[src/rtl/hdmi_clk_meter.sv]
// Clock-domain consumer of the HDMI receiver clock-measurement toggle handshake.
// Publishes one pixel-clocks-per-gate count per gate period with validity, saturation and timeout status.
module hdmi_clk_meter #(
    parameter int CLK_CTR_MAX   = 27,
    parameter int GATE_CYCLES   = 50000000,
    parameter int SETTLE_CYCLES = 8,
    parameter int ERR_CTR_W     = 8
) (
    input  logic                   clk,
    input  logic                   rst,
    input  logic                   enable,
    input  logic                   pll_locked__clk,
    output logic                   clk_ctr_reset_req__clk,
    input  logic                   clk_ctr_reset_ack__clk,
    input  logic [CLK_CTR_MAX:0]   clk_ctr_at_reset__clk,
    output logic [CLK_CTR_MAX:0]   freq_count,
    output logic                   freq_valid,
    output logic                   freq_sat,
    output logic                   freq_update,
    output logic                   err_timeout,
    output logic [ERR_CTR_W-1:0]   err_count
);

    localparam int PER_W = (GATE_CYCLES > 1) ? $clog2(GATE_CYCLES) : 1;
    localparam int SET_W = (SETTLE_CYCLES > 1) ? $clog2(SETTLE_CYCLES) : 1;

    localparam logic [PER_W-1:0]     PER_LAST = PER_W'(GATE_CYCLES - 1);
    localparam logic [PER_W-1:0]     PER_ONE  = PER_W'(1);
    localparam logic [SET_W-1:0]     SET_LOAD = SET_W'(SETTLE_CYCLES - 1);
    localparam logic [SET_W-1:0]     SET_ONE  = SET_W'(1);
    localparam logic [ERR_CTR_W-1:0] ERR_ONE  = ERR_CTR_W'(1);
    localparam logic [ERR_CTR_W-1:0] ERR_MAX  = '1;

    localparam logic [1:0] S_IDLE     = 2'd0;
    localparam logic [1:0] S_WAIT_ACK = 2'd1;
    localparam logic [1:0] S_SETTLE   = 2'd2;
    localparam logic [1:0] S_CAPTURE  = 2'd3;

    logic [1:0]             r_state;
    logic [PER_W-1:0]       r_period;
    logic [SET_W-1:0]       r_settle;
    logic                   r_req;
    logic                   r_discard;
    logic                   r_lock_lost;
    logic                   r_enable_d;
    logic                   r_locked_d;
    logic [CLK_CTR_MAX:0]   r_freq_count;
    logic                   r_freq_valid;
    logic                   r_freq_sat;
    logic                   r_freq_update;
    logic                   r_err_timeout;
    logic [ERR_CTR_W-1:0]   r_err_count;

    logic w_gate;
    logic w_capture;
    logic w_timeout;
    logic w_sat;
    logic w_set_discard;

    // A gate edge landing on the CAPTURE cycle is not a timeout: that capture still completes.
    assign w_gate        = enable & (r_period == PER_LAST);
    assign w_capture     = (r_state == S_CAPTURE);
    assign w_timeout     = w_gate & (r_state != S_IDLE) & ~w_capture;
    assign w_sat         = &clk_ctr_at_reset__clk;
    assign w_set_discard = w_timeout | (enable & ~r_enable_d) | (pll_locked__clk & ~r_locked_d);

    always_ff @(posedge clk) begin
        if (rst) begin
            r_state       <= S_IDLE;
            r_period      <= '0;
            r_settle      <= '0;
            r_req         <= 1'b0;
            r_discard     <= 1'b1;
            r_lock_lost   <= 1'b0;
            r_enable_d    <= 1'b0;
            r_locked_d    <= 1'b0;
            r_freq_count  <= '0;
            r_freq_valid  <= 1'b0;
            r_freq_sat    <= 1'b0;
            r_freq_update <= 1'b0;
            r_err_timeout <= 1'b0;
            r_err_count   <= '0;
        end else begin
            r_freq_update <= 1'b0;
            r_err_timeout <= 1'b0;
            r_enable_d    <= enable;
            r_locked_d    <= pll_locked__clk;

            if (!enable || r_period == PER_LAST) begin
                r_period <= '0;
            end else begin
                r_period <= r_period + PER_ONE;
            end

            case (r_state)
                S_WAIT_ACK: begin
                    if (clk_ctr_reset_ack__clk == r_req) begin
                        r_state  <= S_SETTLE;
                        r_settle <= SET_LOAD;
                    end
                end
                S_SETTLE: begin
                    if (r_settle == '0) begin
                        r_state <= S_CAPTURE;
                    end else begin
                        r_settle <= r_settle - SET_ONE;
                    end
                end
                S_CAPTURE: r_state <= S_IDLE;
                default:   r_state <= S_IDLE;
            endcase

            // Validity must see lock_lost/discard as they were for the window being captured.
            if (w_capture) begin
                r_freq_count  <= clk_ctr_at_reset__clk;
                r_freq_sat    <= w_sat;
                r_freq_valid  <= ~r_discard & ~r_lock_lost & ~w_sat & pll_locked__clk;
                r_freq_update <= 1'b1;
            end

            if (w_gate) begin
                r_req       <= ~r_req;
                r_lock_lost <= ~pll_locked__clk;
                r_state     <= S_WAIT_ACK;
            end else if (!pll_locked__clk) begin
                r_lock_lost <= 1'b1;
            end

            if (w_timeout) begin
                r_err_timeout <= 1'b1;
                r_freq_valid  <= 1'b0;
                r_freq_update <= 1'b1;
                if (r_err_count != ERR_MAX) begin
                    r_err_count <= r_err_count + ERR_ONE;
                end
            end

            if (w_set_discard) begin
                r_discard <= 1'b1;
            end else if (w_capture) begin
                r_discard <= 1'b0;
            end
        end
    end

    assign clk_ctr_reset_req__clk = r_req;
    assign freq_count             = r_freq_count;
    assign freq_valid             = r_freq_valid;
    assign freq_sat               = r_freq_sat;
    assign freq_update            = r_freq_update;
    assign err_timeout            = r_err_timeout;
    assign err_count              = r_err_count;

endmodule

[config.mk]
export PLATFORM = sky130hd
export DESIGN_NAME = hdmi_clk_meter
export DESIGN_NICKNAME = d
export VERILOG_FILES = /design/src/rtl/hdmi_clk_meter.sv
export SDC_FILE = /design/constraint.sdc
export NUM_CORES = 1
export LEC_CHECK = 0
export ABC_AREA = 1
export CAP_MARGIN = 20
export CELL_PAD_IN_SITES_DETAIL_PLACEMENT = 0
export CELL_PAD_IN_SITES_GLOBAL_PLACEMENT = 2
export CORE_MARGIN = 10
export CORE_UTILIZATION = 28
export CTS_CLUSTER_DIAMETER = 150
export DETAILED_ROUTE_END_ITERATION = 10
export GPL_TIMING_DRIVEN = 0
export PLACE_DENSITY = 0.81
export SYNTH_ARGS = -nofsm -noshare
export SYNTH_HDL_FRONTEND = slang
export SYNTH_SLANG_ARGS = --single-unit
[constraint.sdc]
create_clock -name clk -period 1.8 [get_ports clk]
set_clock_uncertainty 0.05 [all_clocks]
set_input_delay 0.36 -clock clk [delete_from_list [all_inputs] [get_ports clk]]
set_output_delay 0.36 -clock clk [all_outputs]
set_load 0.1 [all_outputs]
==> impl_metrics.yaml, run 1 <==
global_route:
  grt_pass1_wl_um: 16500
  antenna_found_initial: 0
  grt_max_degree: 13
  first_global_vias: 3182
  grt_overflow: 0
  grtUsageTotal_pct: 11.6
layout:
  utilization_pct: 40.8
  fin_cells: 742
  antenna_cells: 0
  fin_area_um2: 4940
  n_fill_cell: 1294
  drive_gt1_share_pct: 20.6
  nNetsFinal: 611
  syn_to_final_growth_pct: 41.3
worst_setup_path:
  r2r_start: "r_period[1]$_SDFF_PP0_"
  setup.worst_path.class: "flip-flop to primary output"
  cp_cell_sequence: "clkdlybuf4s15_2"
  worst_setup_path_end_kind: "primary output"
  cp_top_family: "buffers and inverters"
  cp.arrival_ps: 1330
  cp_max_fo: 4
  crit_start: "err_count[7]$_SDFFE_PP0P_"
  crit_slowest_cell: "clkdlybuf4s15_2"
  max_stage_delay_ps: 590
  critical_path_buf_inv_count: 1
  start_kind: "flip-flop"
  cp_data_required_time_ps: 1390
die:
  io_pins: 74
  core-area_um2: 12100
  dieHeight_um: 132
  dieArea_um2: 17400
  die_w_um: 132
  rows: 40
  start_util_pct: 28.9
placed_design:
  dp_hpwl_um: 7680
  dp.cells: 718
  pre_cts_ws_ps: -171
  port_buffers: 73
  routabilityCongestion: 0.822
  place_area_um2: 4450
drt:
  post-route-drc-count: 0
  wl_um: 10100
  vias_per_cell: 4.47
  wl_per_cell_um: 13.6
  drtPass1Iterations: 4
  final_antenna_net_count: 0
  drt_iter0_drc: 100
  num_vias: 3319
cts:
  cts_sinks: 76
  cts_hold_buffers: 0
  cts.clk_slew.worst_paths_ps: 60
  h-tree-depth: 3
  clkLatencyLatePin_ps: 340
  numCtsBuffers: 9
  cts_tree: "built"
  cts_buffer_depth: 2
  cts_root_buf: "clkbuf_16"
synthesis:
  synth_cell_types: 34
  seq_area_frac_synth_pct: 43.5
  synth-edff-count: 0
  ys_warn_count: 0
  syn_inst: 477
  syn_area_um2: 3500
  async_flop_share_pct: 0
  syn_area_per_cell_um2: 7.33
  ys_ff_latch: 76
  synth_flop_cell: "dfxtp_1"
  syn_nets: 518
power:
  ir_drop_v: 0.000490
  power.density_nw_per_um2: 731
  power.leakage_nw: 1.87
outcome:
  outcome: "finished, final reports clean"
timing:
  slew_viol_final: 0
  period_share_pct: 96.6
  setup_ws_ps: 61.2
  tns_ps: 0
  period_needed_ps: 1740
  clock.fmax_mhz: 575
  rsz0062_at_grt: "true"
  finalHoldViolCount: 0
  max_slew_margin_pct: 61.5
  setup_viol: 0
  worst_pin_slew_ps: 580
worst_hold_path:
  worstHoldStart: "r_period[0]$_SDFF_PP0_"
  min_path_type: "flip-flop to flip-flop"
run:
  drv_cap: 0
==> Yosys cell counts (2+ instances only) <==
cell / n / area, µm²
nor2_1: 103 / 387
dfxtp_1: 76 / 1520
nand2_1: 61 / 229
inv_1: 46 / 173
o21ai_0: 38 / 190
nand3_1: 25 / 125
a21oi_1: 23 / 115
nand4_1: 19 / 119
clkbuf_1: 10 / 37.5
nor3_1: 9 / 45.0
ha_1: 8 / 100
nor2_4: 6 / 67.6
xor2_1: 6 / 52.6
a31oi_1: 5 / 31.3
xnor2_1: 5 / 43.8
inv_2: 4 / 15.0
nand2_2: 4 / 25.0
or2_2: 4 / 25.0
buf_2: 3 / 15.0
nand3_2: 3 / 30.0
nor2_2: 3 / 18.8
nand4_2: 2 / 25.0
nor3b_1: 2 / 15.0
o21a_1: 2 / 15.0
==> stage by stage <==
| step | hold slack [ps] | power (mW) |
|---|---|---|
| after floorplan | 368 | 1.76 |
| after global placement | 375 | 1.86 |
| after detailed placement | 398 | 1.86 |
| after CTS | 370 | 3.68 |
| after global routing | 400 | 3.77 |
| final | 369 | 3.62 |
==> final cells by class <==
cell class                      instances  area [µm²]  area share (%)
Tap cell                              168         210            4.25
Clock buffer                           10         239            4.83
Timing Repair Buffer                   81         855            17.3
Buffer                                 13        56.3            1.14
Multi-Input combinational cell        338        1800            36.4
Inverter                               51         191            3.87
Clock inverter                          5        52.6            1.06
Sequential cell                        76        1540            31.2
==> registers in the layout, summed over array words and instances, names as in the netlist <==
register,count
r_period,26
clk_ctr_reset_req__clk,1
freq_count,28
err_count,8
freq_update,1
r_enable_d,1
freq_valid,1
r_discard,1
r_locked_d,1
r_settle,3
r_lock_lost,1
r_state,2
err_timeout,1
freq_sat,1
==> cell families after synthesis <==
| kind of cell | share of synthesized area [%] |
|---|---|
| AO/OA/AOI/OAI | 11.1 |
| flip-flops | 43.5 |
| buffers and inverters | 6.97 |
| AND/OR/NAND/NOR | 32.8 |
| XOR/XNOR | 2.75 |
| adder cells (fa/ha/maj) | 2.86 |
==> per-layer routing <==
metal / up-vias / wire length, µm / track usage [%]
met3: 9 / 408 / 3.32
met2: 65 / 4670 / 18.3
met1: 1493 / 4840 / 14.6
met4: 0 / 145 / 4.45
met5: - / 0 / 0
li1: 1752 / - / -
==> layout by cell type (no fill, tap or decap), drive strengths merged, types with 2 or more instances in the layout <==
cell type	n
clkbuf	20
xnor2	5
o21a	2
xor2	6
a31oi	5
clkinv	4
o21ai	39
dfxtp	76
buf	11
nor3b	3
nor3	9
nand2	67
clkdlybuf4s15	41
or2	4
inv	50
nand4	21
ha	8
nor2	112
nand3	28
clkdlybuf4s50	32
a21oi	23
==> worst paths after layout <==
check	slack, ps	depth (start not counted)	endpoint
max	60	1	err_count[7]
min	370	1	r_period[0]$_SDFF_PP0_
min reg2reg	370	1	r_period[0]$_SDFF_PP0_
max reg2reg	90	10	err_count[5]$_SDFFE_PP0P_
==> timing repair <==
| item | in CTS | in global routing |
|---|---|---|
| endpoints found under the setup margin | 62 | 31 |
| gates cloned | 0 | 1 |
| pin swaps | 3 | 7 |
| gates resized for setup | 129 | 14 |
| buffers inserted | 2 | 6 |
==> report_power, final <==
part	switching [mW]	leakage, nW	internal, mW
Clock	0.686	0.144	1.09
Sequential	0.00275	0.619	1.69
Combinational	0.0644	1.11	0.0828
Power figures use the tool's default switching activity.
==> run 2, diff against run 1 <==
CORE_UTILIZATION = 30   (was 28)
PLACE_DENSITY = 0.85   (was 0.81)
clock period = 2 ns   (was 1.8 ns; I/O delays follow)
==> run 2 against run 1 <==
  * Die area is 5.7% lower
  * Cell count down 4.4%
  * Total power is 6.7% lower
  * Clock-buffer cell count unchanged
  * Critical endpoint is now freq_sat
  * Largest power group unchanged
==> impl_metrics.yaml, run 2 (synthesized netlist as in run 1, its figures left out) <==
outcome:
  outcome: "finished, final reports clean"
cts:
  cts_tree: "built"
  h-tree-depth: 3
  cts_root_buf: "clkbuf_16"
  numCtsBuffers: 9
  cts_sinks: 76
  cts_buffer_depth: 2
  cts_hold_buffers: 0
  clkLatencyLatePin_ps: 340
  cts.clk_slew.worst_paths_ps: 60
worst_setup_path:
  r2r_setup_slack_ps: 200
  cp_top_family: "buffers and inverters"
  critical_path_buf_inv_count: 1
  cp.arrival_ps: 1520
  cp_data_required_time_ps: 1550
  start_kind: "flip-flop"
  max_stage_delay_ps: 860
  worst_setup_path_end_kind: "primary output"
  setup.worst_path.class: "flip-flop to primary output"
  cp_max_fo: 2
  crit_slowest_cell: "clkdlybuf4s15_1"
  cp_cell_sequence: "clkdlybuf4s15_1"
timing:
  period_needed_ps: 1970
  tns_ps: 0
  worst_pin_slew_ps: 995
  slew_viol_final: 0
  clock.fmax_mhz: 509
  finalHoldViolCount: 0
  period_share_pct: 98.3
  setup_viol: 0
  rsz0062_at_grt: "false"
  max_slew_margin_pct: 33.9
global_route:
  grt_max_degree: 13
  grtUsageTotal_pct: 11.9
  grtUsageMet3_pct: 3.80
  grt_use_met2_pct: 19.6
  grt_use_met1_pct: 14.5
  gr-max-usage-layer: "met2"
  first_global_vias: 3233
  grt_pass1_wl_um: 16200
  grt_overflow: 0
  antenna_found_initial: 0
layout:
  layout_common_cells: "nor2_1, dfxtp_1, nand2_1"
  utilization_pct: 41.3
  drive_gt1_share_pct: 12.2
  antenna_cells: 0
  largest_register_ffs: 28
  fin_area_um2: 4710
  nNetsFinal: 604
  fin_cells: 709
  syn_to_final_growth_pct: 34.7
  n_fill_cell: 1214
  mostFrequentLayoutCell: "nor2_1"
die:
  dieArea_um2: 16400
  die_w_um: 128
  core-area_um2: 11400
  start_util_pct: 30.6
  dieHeight_um: 128
  io_pins: 74
  rows: 39
placed_design:
  port_buffers: 73
  dp.cells: 693
  place_area_um2: 4420
  routabilityCongestion: 0.796
  dp_hpwl_um: 7610
worst_hold_path:
  min_path_type: "flip-flop to flip-flop"
drt:
  drtPass1Iterations: 4
  vias_per_cell: 4.67
  post-route-drc-count: 0
  wl_um: 9730
  drt_iter0_drc: 172
  wl_per_cell_um: 13.7
  num_vias: 3313
  final_antenna_net_count: 0
power:
  ir_drop_v: 0.000456
  power.leakage_nw: 1.89
  total_power_mw: 3.37
  power.density_nw_per_um2: 716
run:
  drv_cap: 0
run 2: changes by cell type in the layout (fill, tap and decap cells not counted), moves of 3 or more:
| cell | previous run | this run |
|---|---|---|
| clkdlybuf4s15_2 | 41 | 7 |
| clkdlybuf4s15_1 | 0 | 21 |
| buf_4 | 8 | 2 |
| clkbuf_2 | 1 | 7 |
| dlygate4sd2_1 | 0 | 6 |
| dfxtp_1 | 65 | 69 |
| nand2_1 | 58 | 61 |
| nand2_2 | 7 | 4 |
run 2: worst register-to-register path: stages, from the launching register on:
cell and delay [ps]:
dfxtp_2 340, ha_1 170, nand2_1 110, nor2_4 170, nand2_1 90, nor2_2 120, nand2_1 80, nand2_2 210
clkbuf_4 280, nor2_1 70
run 2: report_power, final:
group          internal [mW]  switching [mW]  total, mW
Sequential              1.52         0.00245       1.52
Combinational         0.0694          0.0538      0.123
Clock                   1.11           0.615       1.73
run 2: metrics by stage:
stage | setup WS (ps) | hold slack [ps]
global placement | -25.9 | 375
CTS | 1.18 | 405
floorplan | 147 | 368
global route | 1.25 | 401
finish | 33.5 | 367
detailed placement | -42.8 | 390
run 2: path summary, 6_finish.rpt:
kind / startpoint / to / depth (start not counted)
hold reg to reg: r_period[0]$_SDFF_PP0_ / r_period[0]$_SDFF_PP0_ / 1
setup reg to reg: r_period[0]$_SDFF_PP0_ / r_period[18]$_SDFF_PP0_ / 9
setup / recovery: freq_sat$_SDFFE_PP0N_ / freq_sat / 1
hold / removal: r_period[0]$_SDFF_PP0_ / r_period[0]$_SDFF_PP0_ / 1
run 2: what timing repair did:
action,CTS,global route
pin swaps,0,2
buffers inserted,0,2
resized for setup,62,30
setup endpoints to repair,41,42
run 2: area by class of cell:
class	count	area, µm²	area share, %
well taps	143	179	3.80
clock inverters	4	73.8	1.57
flip-flops and latches	76	1530	32.5
clock buffers	10	239	5.07
multi-input cells	337	1730	36.8
plain buffers	13	55.1	1.17
repair buffers	75	712	15.1
inverters	51	191	4.06
run 2: layer usage:
metal | vias up | part of all wire (%)
met5 | - | 0
met1 | 1511 | 47
met2 | 60 | 47
met3 | 12 | 5.3
met4 | 0 | 1.2
li1 | 1730 | -
